<file path="config.mk">
export PLATFORM = sky130hd
export DESIGN_NAME = frame_sequencer
export DESIGN_NICKNAME = d
export VERILOG_FILES = /design/src/rtl/frame_sequencer.sv
export SDC_FILE = /design/constraint.sdc
export NUM_CORES = 1
export LEC_CHECK = 0
export CAP_MARGIN = 10
export CORE_MARGIN = 2
export CORE_UTILIZATION = 48
export DETAILED_ROUTE_END_ITERATION = 16
export GPL_ROUTABILITY_DRIVEN = 0
export MAX_ROUTING_LAYER = met4
export PLACE_DENSITY_LB_ADDON = 0.05
export RECOVER_POWER = 50
export SLEW_MARGIN = 20
export SYNTH_ARGS = -nofsm -noshare
export SYNTH_HDL_FRONTEND = slang
export SYNTH_SLANG_ARGS = --single-unit
</file>
<file path="constraint.sdc">
create_clock -name clk -period 2.07 [get_ports clk]
set_input_delay 0.414 -clock clk [delete_from_list [all_inputs] [get_ports clk]]
set_output_delay 0.414 -clock clk [all_outputs]
set_load 0.01 [all_outputs]
</file>
<file path="src/rtl/frame_sequencer.sv">
// Frame-level sequencer: vertical blank, per-line horizontal blank and active data with row/col/pix_addr counters.
// Define CONTINUOUS_MODE_EN to make frames repeat back-to-back until abort.
module frame_sequencer #(
    parameter int IM_WIDTH    = 768,
    parameter int IM_HEIGHT   = 512,
    parameter int PIX_PER_CLK = 3,
    parameter int VSYNC_DELAY = 100,
    parameter int HSYNC_DELAY = 160
) (
    input  logic        clk,
    input  logic        Reset,
    input  logic        start_req,
    input  logic [1:0]  op_sel,
    input  logic        abort,
    input  logic        ds_ready,
    output logic        busy,
    output logic [1:0]  op_active,
    output logic        Vsync,
    output logic        Hsync,
    output logic [9:0]  row,
    output logic [10:0] col,
    output logic [18:0] pix_addr,
    output logic        frame_done
);

    typedef enum logic [2:0] {
        S_IDLE,
        S_VSYNC,
        S_HSYNC,
        S_DATA,
        S_DONE
    } state_t;

    localparam logic [10:0] LAST_COL = 11'(IM_WIDTH - PIX_PER_CLK);
    localparam logic [9:0]  LAST_ROW = 10'(IM_HEIGHT - 1);
    localparam logic [10:0] COL_STEP = 11'(PIX_PER_CLK);
    localparam logic [18:0] PIX_STEP = 19'(PIX_PER_CLK);
    localparam logic [8:0]  VS_LAST  = 9'(VSYNC_DELAY);
    localparam logic [8:0]  HS_LAST  = 9'(HSYNC_DELAY);

    state_t      r_state;
    logic [8:0]  r_blank;
    logic [1:0]  r_op;
    logic [9:0]  r_row;
    logic [10:0] r_col;
    logic [18:0] r_pix;

    logic w_line_end;
    logic w_last_line;

    assign w_line_end  = (r_col == LAST_COL);
    assign w_last_line = (r_row == LAST_ROW);

    // Abort outranks every other transition and leaves op_active untouched.
    always_ff @(posedge clk or posedge Reset) begin
        if (Reset) begin
            r_state <= S_IDLE;
            r_blank <= '0;
            r_op    <= '0;
            r_row   <= '0;
            r_col   <= '0;
            r_pix   <= '0;
        end else if (abort && (r_state != S_IDLE)) begin
            r_state <= S_IDLE;
            r_blank <= '0;
            r_row   <= '0;
            r_col   <= '0;
            r_pix   <= '0;
        end else begin
            case (r_state)
                S_IDLE: begin
                    if (start_req) begin
                        r_op    <= op_sel;
                        r_blank <= '0;
                        r_row   <= '0;
                        r_col   <= '0;
                        r_pix   <= '0;
                        r_state <= S_VSYNC;
                    end
                end
                S_VSYNC: begin
                    if (r_blank == VS_LAST) begin
                        r_blank <= '0;
                        r_state <= S_HSYNC;
                    end else begin
                        r_blank <= r_blank + 9'd1;
                    end
                end
                S_HSYNC: begin
                    if (r_blank == HS_LAST) begin
                        r_blank <= '0;
                        r_state <= S_DATA;
                    end else begin
                        r_blank <= r_blank + 9'd1;
                    end
                end
                S_DATA: begin
                    // Without ds_ready the same pixel group is simply re-presented.
                    if (ds_ready) begin
                        r_pix <= r_pix + PIX_STEP;
                        if (w_line_end) begin
                            r_col <= '0;
                            if (w_last_line) begin
                                r_state <= S_DONE;
                            end else begin
                                r_row   <= r_row + 10'd1;
                                r_state <= S_HSYNC;
                            end
                        end else begin
                            r_col <= r_col + COL_STEP;
                        end
                    end
                end
                S_DONE: begin
`ifdef CONTINUOUS_MODE_EN
                    r_op    <= op_sel;
                    r_blank <= '0;
                    r_row   <= '0;
                    r_col   <= '0;
                    r_pix   <= '0;
                    r_state <= S_VSYNC;
`else
                    r_state <= S_IDLE;
`endif
                end
                default: r_state <= S_IDLE;
            endcase
        end
    end

    assign busy       = (r_state != S_IDLE);
    assign Vsync      = (r_state == S_VSYNC);
    assign Hsync      = (r_state == S_DATA);
    assign frame_done = (r_state == S_DONE);
    assign op_active  = r_op;
    assign row        = r_row;
    assign col        = r_col;
    assign pix_addr   = r_pix;

endmodule

</file>
-- Yosys cells after proc, flatten, opt, wreduce, memory -nomap -nowiden
Index checks and enable logic that the tools add are counted.
W data, S select, Z words.
- word-level logic and storage cells: 63
- register bits: 54
- output and inout bits: 46
- input port bits: 7
- reduce and logical (&&, ||, !) cells: 10
- equality and inequality tests: 14
- bitwise gates (word level): 1
- add/subtract/negate cells: 4
- muxes and demuxes: 28
- operators by type and width (kind ; count):
    $mux W19 ; 3
    $mux W10 ; 5
    $mux W11 ; 4
    $pmux W19 S2 ; 1
    $mux W9 ; 4
    $pmux W9 S3 ; 1
    $pmux W11 S2 ; 1
    $mux W3 ; 7
    $pmux W10 S2 ; 1
    $add A19 B2 Y19 const B ; 1
    $pmux W3 S4 ; 1
    $add A11 B2 Y11 const B ; 1
    $eq A11 B10 Y1 const B ; 1
    $add A10 B1 Y10 const B ; 1
    $eq A10 B9 Y1 const B ; 1
    $reduce_and A5 Y1 ; 2
    $add A9 B1 Y9 const B ; 1
    $eq A9 B7 Y1 const B ; 1
    $eq A9 B8 Y1 const B ; 1
    $eq A3 B2 Y1 const B ; 2
    $ne A3 B1 Y1 const B ; 2
    $ne A3 B2 Y1 const B ; 2
    $ne A3 B3 Y1 const B ; 2
    $reduce_and A3 Y1 ; 2
    8 further kinds ; 9

-- Logic depth before layout (Yosys ltp)
Gate-level depths: netlist of run 1.
- word-level depth: 6
- gate-level depth with buffers: 8
- gate-level depth less buffers: 7

-- Least setup slack after synthesis of run 1
OpenSTA, ideal clock, no wires.
- kind: flip-flop to flip-flop
- start point: register r_pix[0] (netlist: pix_addr[0])
- end point: register r_pix[18] (netlist: pix_addr[18])
- setup slack: 36 ps
- stages on the path, launching flop included: 8
- clock period less this slack: 2034 ps
- data required time: 1987 ps
- arrival: 1951 ps
- path buffers: 0
- setup time: 83 ps
- cell sequence: dfrtp_1 > inv_1 > ha_1 > nand3b_1 > nor4_2 > nand3_1 > or3_1 > o21ai_0
- longest elaborated chain between the ends: 4
- ends and longest elaborated chain (item ; RTL line ; RTL):
    from (decl) ; 46 ; logic [18:0] r_pix;
    from (signal assigned) ; 100 ; r_pix <= r_pix + PIX_STEP;
    $add A19 B2 Y19 ; 100 ;
    $mux W19 ; 99 ; if (ds_ready) begin
    $pmux W19 S2 ; 70 ; case (r_state)
    $mux W19 ; 63 ; end else if (abort && (r_state != S_IDLE)) begin
Every way passes these cells. The select of a mux whose other input is x is not followed.
A chain may end at the register's enable or synchronous reset.

-- Worst setup path in the final report of run 1
- start point: input start_req
- end point: register r_pix[11] (netlist: pix_addr[11])
- longest elaborated chain between the ends: 2
- ends and longest elaborated chain (item ; RTL line ; RTL):
    from (decl) ; 12 ; input logic start_req,
    $ne A3 B3 Y1 (no source line) ; - ;
    $reduce_and A3 Y1 (no source line) ; - ;
Every way passes these cells.

==> results.cfg, run 1 <==
[worst_setup_path]
critical_path.startpoint_type = primary input
worst_path_most_repeated_cell = and2_4
rrSetupSlack_ns = 0.12
path_cells = clkdlybuf4s50_1 -> or4b_4 -> and2_4 -> and2_4 -> or4_1 -> nand3_1
cp_slowest_stage_delay_ns = 0.50
data_arrival_time_of_the_critical_path_ns = 2.27
timing.critical_path.fanout_max = 8
crit_path_top_delay_cell = or4_1
worstSetupPathType = in -> reg
timing.critical_path.to_type = flop
critical_path_required_time_ns = 2.32

[synth]
mappedNetlistNets = 355
synthCells = 342
synth-main-ff-cell = dfrtp_1
synth.most_common_cell = dfrtp_1
post_synth_num_cell_types = 56
edff_count_synth = 0
synth-seq-cells = 54
sequential_element_share_of_the_synthesized_area_pct = 43.37
synth_largest_type_area_fraction_pct = 43.37
ys_top_cells_by_count = 54 x dfrtp_1, 43 x o21ai_0, 29 x nand2_1
ys_top_cells_by_area = dfrtp_1 43%, o21ai_0 6.9%, nand2_1 3.5%
synthesis.area_mm2 = 0.003115
syn-mean-instance-area_um2 = 9.110
synth.yosys.warnings = 0
yosysTopAreaCell = dfrtp_1
async_reset_ff_share_pct = 100.0

[clock_network]
clock_tree_from_tritoncts = built
worst_setup_hold_path_clk_slew_ns = 0.10
cts-htree-levels = 2
cts_made_buffers = 5
root_buffer = clkbuf_8
ctsLongestPathBuffers = 2
holdBufCountCts = 0
worst_skew_pair.late_latency_ns = 0.31
number_of_buffers_inserted_by_post_cts_setup_repair = 0
tritoncts_num_sinks = 54

[power_and_ir_drop]
vdd.ir_drop.worst_mv = 0.4819
post_layout_power_mw = 3.279
cellPowerDensity_mw_per_mm2 = 802.3
leakagePower_nw = 1.804

[timing]
timing.hold.ws_ns = 0.5068
max_slew_margin_pct = 51.59
layout_worst_path_cycle_share_pct = 97.87
maxSlewViolCount = 0
timing_hold_violations_final = 0
unrepaired_setup_endpoints_after_global_routing = no
setup_violations = 0
clock-skew-final_ns = 0.006739
final_critical_path_setup_slack_ns = 0.04414
achievable-frequency_ghz = 0.4936
worst_slew_pin_slew_ns = 0.7253
fin_crit_ns = 2.026

[layout]
fill_cells = 549
area_growth_pct = 31.16
number_of_inserted_diodes = 0
multi_input_comb_area_mm2 = 0.001659
finish.net_count = 439
design_area_mm2 = 0.004086
post_route_cells_drive_above_1_share_pct = 15.93
final-seq-area_mm2 = 0.001351
final_cells = 504

[drt]
wire_length_reported_by_the_detailed_router_mm = 7.365
drt.antenna.violating_nets = 0
drt_pre_antenna_iters = 5
drcViolationCount = 0
viasPerCell = 5.754
initialDrtViolationCount = 189
dr_total_vias = 2900
wl_per_cell_um = 14.61

[die]
core_mm2 = 0.006314
start_util_pct = 49.35
num_rows = 29
io_pins = 53
width_of_the_die_um = 84.57
floorplan.die_area_mm2 = 0.007151
die_height_um = 84.57

[global_route]
grt_pass1_wl_mm = 12.85
globalRouteTotalUtil_pct = 22.28
grt_antenna_before_repair = 0
first_global_vias = 2784
total_global_routing_overflow = 0
grt_max_degree = 20

[run_status]
outcome = completed

[placed_design]
place.port_buffers = 52
dp_hpwl_mm = 5.484
placed_cell_area_mm2 = 0.004003
placedCellCount = 496
dp_worst_setup_slack_ns = -0.3072

[run]
drv.max_cap_violation_count = 0

[hold_path]
hold_path.class = reg -> reg
-- worst max-delay path: cells and delay by family --
family                 cells  cell delay [ns]
buffers and inverters      1             0.47
and+or+nand+nor            5             1.37
-- power by group --
part           internal, mW  leakage [nW]  switching, mW  total, mW
logic                 0.673          1.01          0.792       1.47
registers              1.14         0.745         0.0526       1.19
clock network         0.270        0.0472          0.353      0.623
-- metal layers --
metal | vias up | track usage (%) | wire length [um]
met4 | 0 | 5.916 | 72
met1 | 1396 | 29.40 | 3424
met5 | - | - | 0
met3 | 6 | 3.540 | 290
li1 | 1428 | - | -
met2 | 70 | 35.93 | 3577
-- cells by family (layout without fill, tap and decap cells) --
group	count (synthesis)	count (layout)	share of synthesized area [%]
compound gates	100	100	21.61
xor+xnor	11	11	3.092
fa+ha+maj	6	6	2.410
buf+inv	30	115	4.096
flops	54	54	43.37
mux	6	6	2.048
simple gates	135	135	23.37
-- registers in the layout (all words and copies together) (netlist names) --
signal / cells
op_active: 2
row: 10
col: 11
r_blank: 9
pix_addr: 19
r_state: 3
-- repair_timing --
action	4_1_cts	5_1_grt
gates resized for setup	3	6
endpoints found under the setup margin	3	17
pin swaps	0	0
-- final cells by class --
| cell class | instances | share of cell area, % |
|---|---|---|
| multi-input cells | 258 | 40.60 |
| well taps | 77 | 2.358 |
| clock inverters | 2 | 0.3062 |
| clock buffers | 6 | 2.021 |
| inverters | 14 | 1.286 |
| repair buffers | 93 | 20.36 |
| flip-flops and latches | 54 | 33.07 |
-- path summary, 6_finish.rpt --
check,start,to,cells after the start
max in group asynchronous,Reset,pix_addr[10],3
min reg2reg,op_active[1],op_active[1],1
max,start_req,pix_addr[11],6
min in group asynchronous,Reset,col[3],2
min,op_active[1],op_active[1],1
max reg2reg,col[1],row[4],7
-- stage by stage --
step | utilization [%] | setup TNS, ns
floorplan | - | 0
global placement | 63.40 | -5.582
detailed placement | 63.40 | -5.822
CTS | 64.84 | 0
global route | 64.72 | 0
finish | 64.72 | 0
-- placed cells by master, fill, tap and decap left out, types with 7 or more instances in the layout --
| cell type | instances |
|---|---|
| dfrtp_1 | 54 |
| o21ai_0 | 42 |
| buf_4 | 38 |
| nand2_1 | 29 |
| clkdlybuf4s50_1 | 28 |
| nor2_1 | 26 |
| nand3_1 | 21 |
| dlygate4sd3_1 | 20 |
| inv_1 | 14 |
| xnor2_1 | 11 |
| and3_1 | 10 |
| a21oi_1 | 10 |
| a21o_1 | 8 |
| nor3b_1 | 7 |
No activity file was read; power rests on OpenSTA's default activity.
==> run 2: changes to the inputs <==
--- a/config.mk
+++ b/config.mk
@@ -13,7 +13,7 @@
 export MAX_ROUTING_LAYER = met4
 export PLACE_DENSITY_LB_ADDON = 0.05
 export RECOVER_POWER = 50
-export SLEW_MARGIN = 20
+export SLEW_MARGIN = 0
 export SYNTH_ARGS = -nofsm -noshare
 export SYNTH_HDL_FRONTEND = slang
 export SYNTH_SLANG_ARGS = --single-unit
==> results of run 2 <==
The final DEF is identical to that of run 1; final timing and power are the same.
==> run 3: changes to the inputs <==
--- a/config.mk
+++ b/config.mk
@@ -6,7 +6,7 @@
 export NUM_CORES = 1
 export LEC_CHECK = 0
 export CAP_MARGIN = 10
-export CORE_MARGIN = 2
+export CORE_MARGIN = 8
 export CORE_UTILIZATION = 48
 export DETAILED_ROUTE_END_ITERATION = 16
 export GPL_ROUTABILITY_DRIVEN = 0
==> run 3 against run 2 <==
Against the previous run: core utilization decreased by 0.24 points; die area is 30% higher; critical path type unchanged; routed wire length grew 8.9%; clock skew is 0.0047 ns higher; sequential share of layout area is 0.12 points higher; clock power shrank 3%; via count increased by 0.14%.
==> results.cfg, run 3 (synthesis gave the netlist of run 1 again) <==
[run_status]
outcome = completed

[power_and_ir_drop]
leakagePower_nw = 1.753
vdd.ir_drop.worst_mv = 0.4351
cellPowerDensity_mw_per_mm2 = 797.9

[timing]
max_slew_margin_pct = 56.07
timing.hold.ws_ns = 0.5108
fin_crit_ns = 2.045
maxSlewViolCount = 0
setup_violations = 0
layout_worst_path_cycle_share_pct = 98.78
clock-skew-final_ns = 0.01140
worst_slew_pin_slew_ns = 0.6582
timing_hold_violations_final = 0
achievable-frequency_ghz = 0.4891

[die]
io_pins = 53
floorplan.die_area_mm2 = 0.009325
die_height_um = 96.57
num_rows = 29
start_util_pct = 49.35
core_mm2 = 0.006314
width_of_the_die_um = 96.57

[global_route]
total_global_routing_overflow = 0
grt_max_degree = 38
grt_pass1_wl_mm = 13.34
grt_antenna_before_repair = 0
first_global_vias = 2867
globalRouteTotalUtil_pct = 18.32

[run]
drv.max_cap_violation_count = 0

[placed_design]
dp_hpwl_mm = 5.990
placedCellCount = 493
place.port_buffers = 52

[layout]
final_cells = 501
finish.net_count = 436
layout.cells.most_common = dfrtp_1
largest_register_ff_count = 19
post_route_cells_drive_above_1_share_pct = 14.86
final_cell_mix = 54 x dfrtp_1, 43 x o21ai_0, 39 x clkdlybuf4s50_1
fill_cells = 555
area_growth_pct = 30.68
number_of_inserted_diodes = 0

[worst_setup_path]
timing.critical_path.fanout_max = 9
data_arrival_time_of_the_critical_path_ns = 2.29
critical_path.top_delay_family = simple AND/OR/NAND/NOR gates
crit_path_top_delay_cell = or4_1
path_buf_inv = 1
worst_path_most_repeated_cell = and2_4
critical_path.startpoint_type = primary input
cp_slowest_stage_delay_ns = 0.51
timing.critical_path.to_type = flop
critical_path_required_time_ns = 2.31
worstSetupPathType = in -> reg
rrSetupSlack_ns = 0.15
path_cells = clkdlybuf4s50_1 -> or4b_4 -> and2_4 -> and2_4 -> or4_1 -> nand3_1

[drt]
drt.antenna.violating_nets = 0
dr_total_vias = 2904
viasPerCell = 5.796
drcViolationCount = 0
wire_length_reported_by_the_detailed_router_mm = 8.019
initialDrtViolationCount = 99
wl_per_cell_um = 16.01
drt_pre_antenna_iters = 4

[clock_network]
root_buffer = clkbuf_8
worst_setup_hold_path_clk_slew_ns = 0.10
holdBufCountCts = 0
tritoncts_num_sinks = 54
ctsLongestPathBuffers = 2
clock_tree_from_tritoncts = built
cts-htree-levels = 2
cts_made_buffers = 5
worst_skew_pair.late_latency_ns = 0.30

[hold_path]
hold_path.class = reg -> reg
## run 3: cell count changes in the layout (fill, tap and decap cells not counted), sizes merged
cell           previous run  this run
buf                      39        36
clkbuf                    8         9
clkdlybuf4s25             1         0
clkdlybuf4s50            28        39
clkinvlp                  1         0
dlygate4sd2               3         4
dlygate4sd3              20         9
## run 3: final timing paths
kind / from / end / cells past startpoint
min in group asynchronous: Reset / pix_addr[15] / 2
max in group asynchronous: Reset / col[1] / 3
hold / removal: op_active[1] / op_active[1] / 1
hold reg to reg: op_active[1] / op_active[1] / 1
setup / recovery: start_req / pix_addr[11] / 6
setup reg to reg: col[1] / row[4] / 8
## run 3: cell type report
class                           instances  area, um^2  share of cell area, %
Sequential cell                        54        1351                  33.19
Multi-Input combinational cell        258        1667                  40.93
Clock buffer                            7       86.33                  2.120
Clock inverter                          1       5.005                 0.1229
Timing Repair Buffer                   90       813.3                  19.98
Tap cell                               77       96.34                  2.366
Inverter                               14       52.55                  1.291
## run 3: power by group
| part | leakage [nW] | switching [mW] | internal (mW) |
|---|---|---|---|
| Sequential | 0.745 | 0.0597 | 1.14 |
| Combinational | 0.960 | 0.795 | 0.652 |
| Clock | 0.0482 | 0.333 | 0.271 |
## run 3: metal layers
| metal | part of all wire [%] | up-vias | GRT usage [%] |
|---|---|---|---|
| met5 | 0 | - | - |
| met4 | 1.2 | 0 | 7.062 |
| met3 | 3.6 | 10 | 2.628 |
| met2 | 51 | 52 | 30.27 |
| met1 | 44 | 1425 | 22.09 |
| li1 | - | 1417 | - |
## run 3: what timing repair did
item                       CTS  global route
buffers inserted             0             0
setup endpoints to repair    4             8
pin swaps                    0             1
resized for setup            4             5
## run 3: metrics by stage
| stage | worst slack [ns] | total power, mW | utilization, % | setup TNS, ns | instance area (um^2) |
|---|---|---|---|---|---|
| 6_report | 0.02531 | 3.249 | 64.49 | 0 | 4071 |
| 4_1_cts | 0.03451 | 3.284 | 64.21 | 0 | 4054 |
| 3_3_place_gp | -0.2673 | 2.657 | 62.84 | -5.389 | 3968 |
| 3_5_place_dp | -0.2806 | 2.690 | 62.84 | -6.178 | 3968 |
| 2_1_floorplan | 0.03612 | 2.060 | - | 0 | 3115 |
| 5_1_grt | -0.03280 | 3.456 | 64.49 | -0.03443 | 4071 |
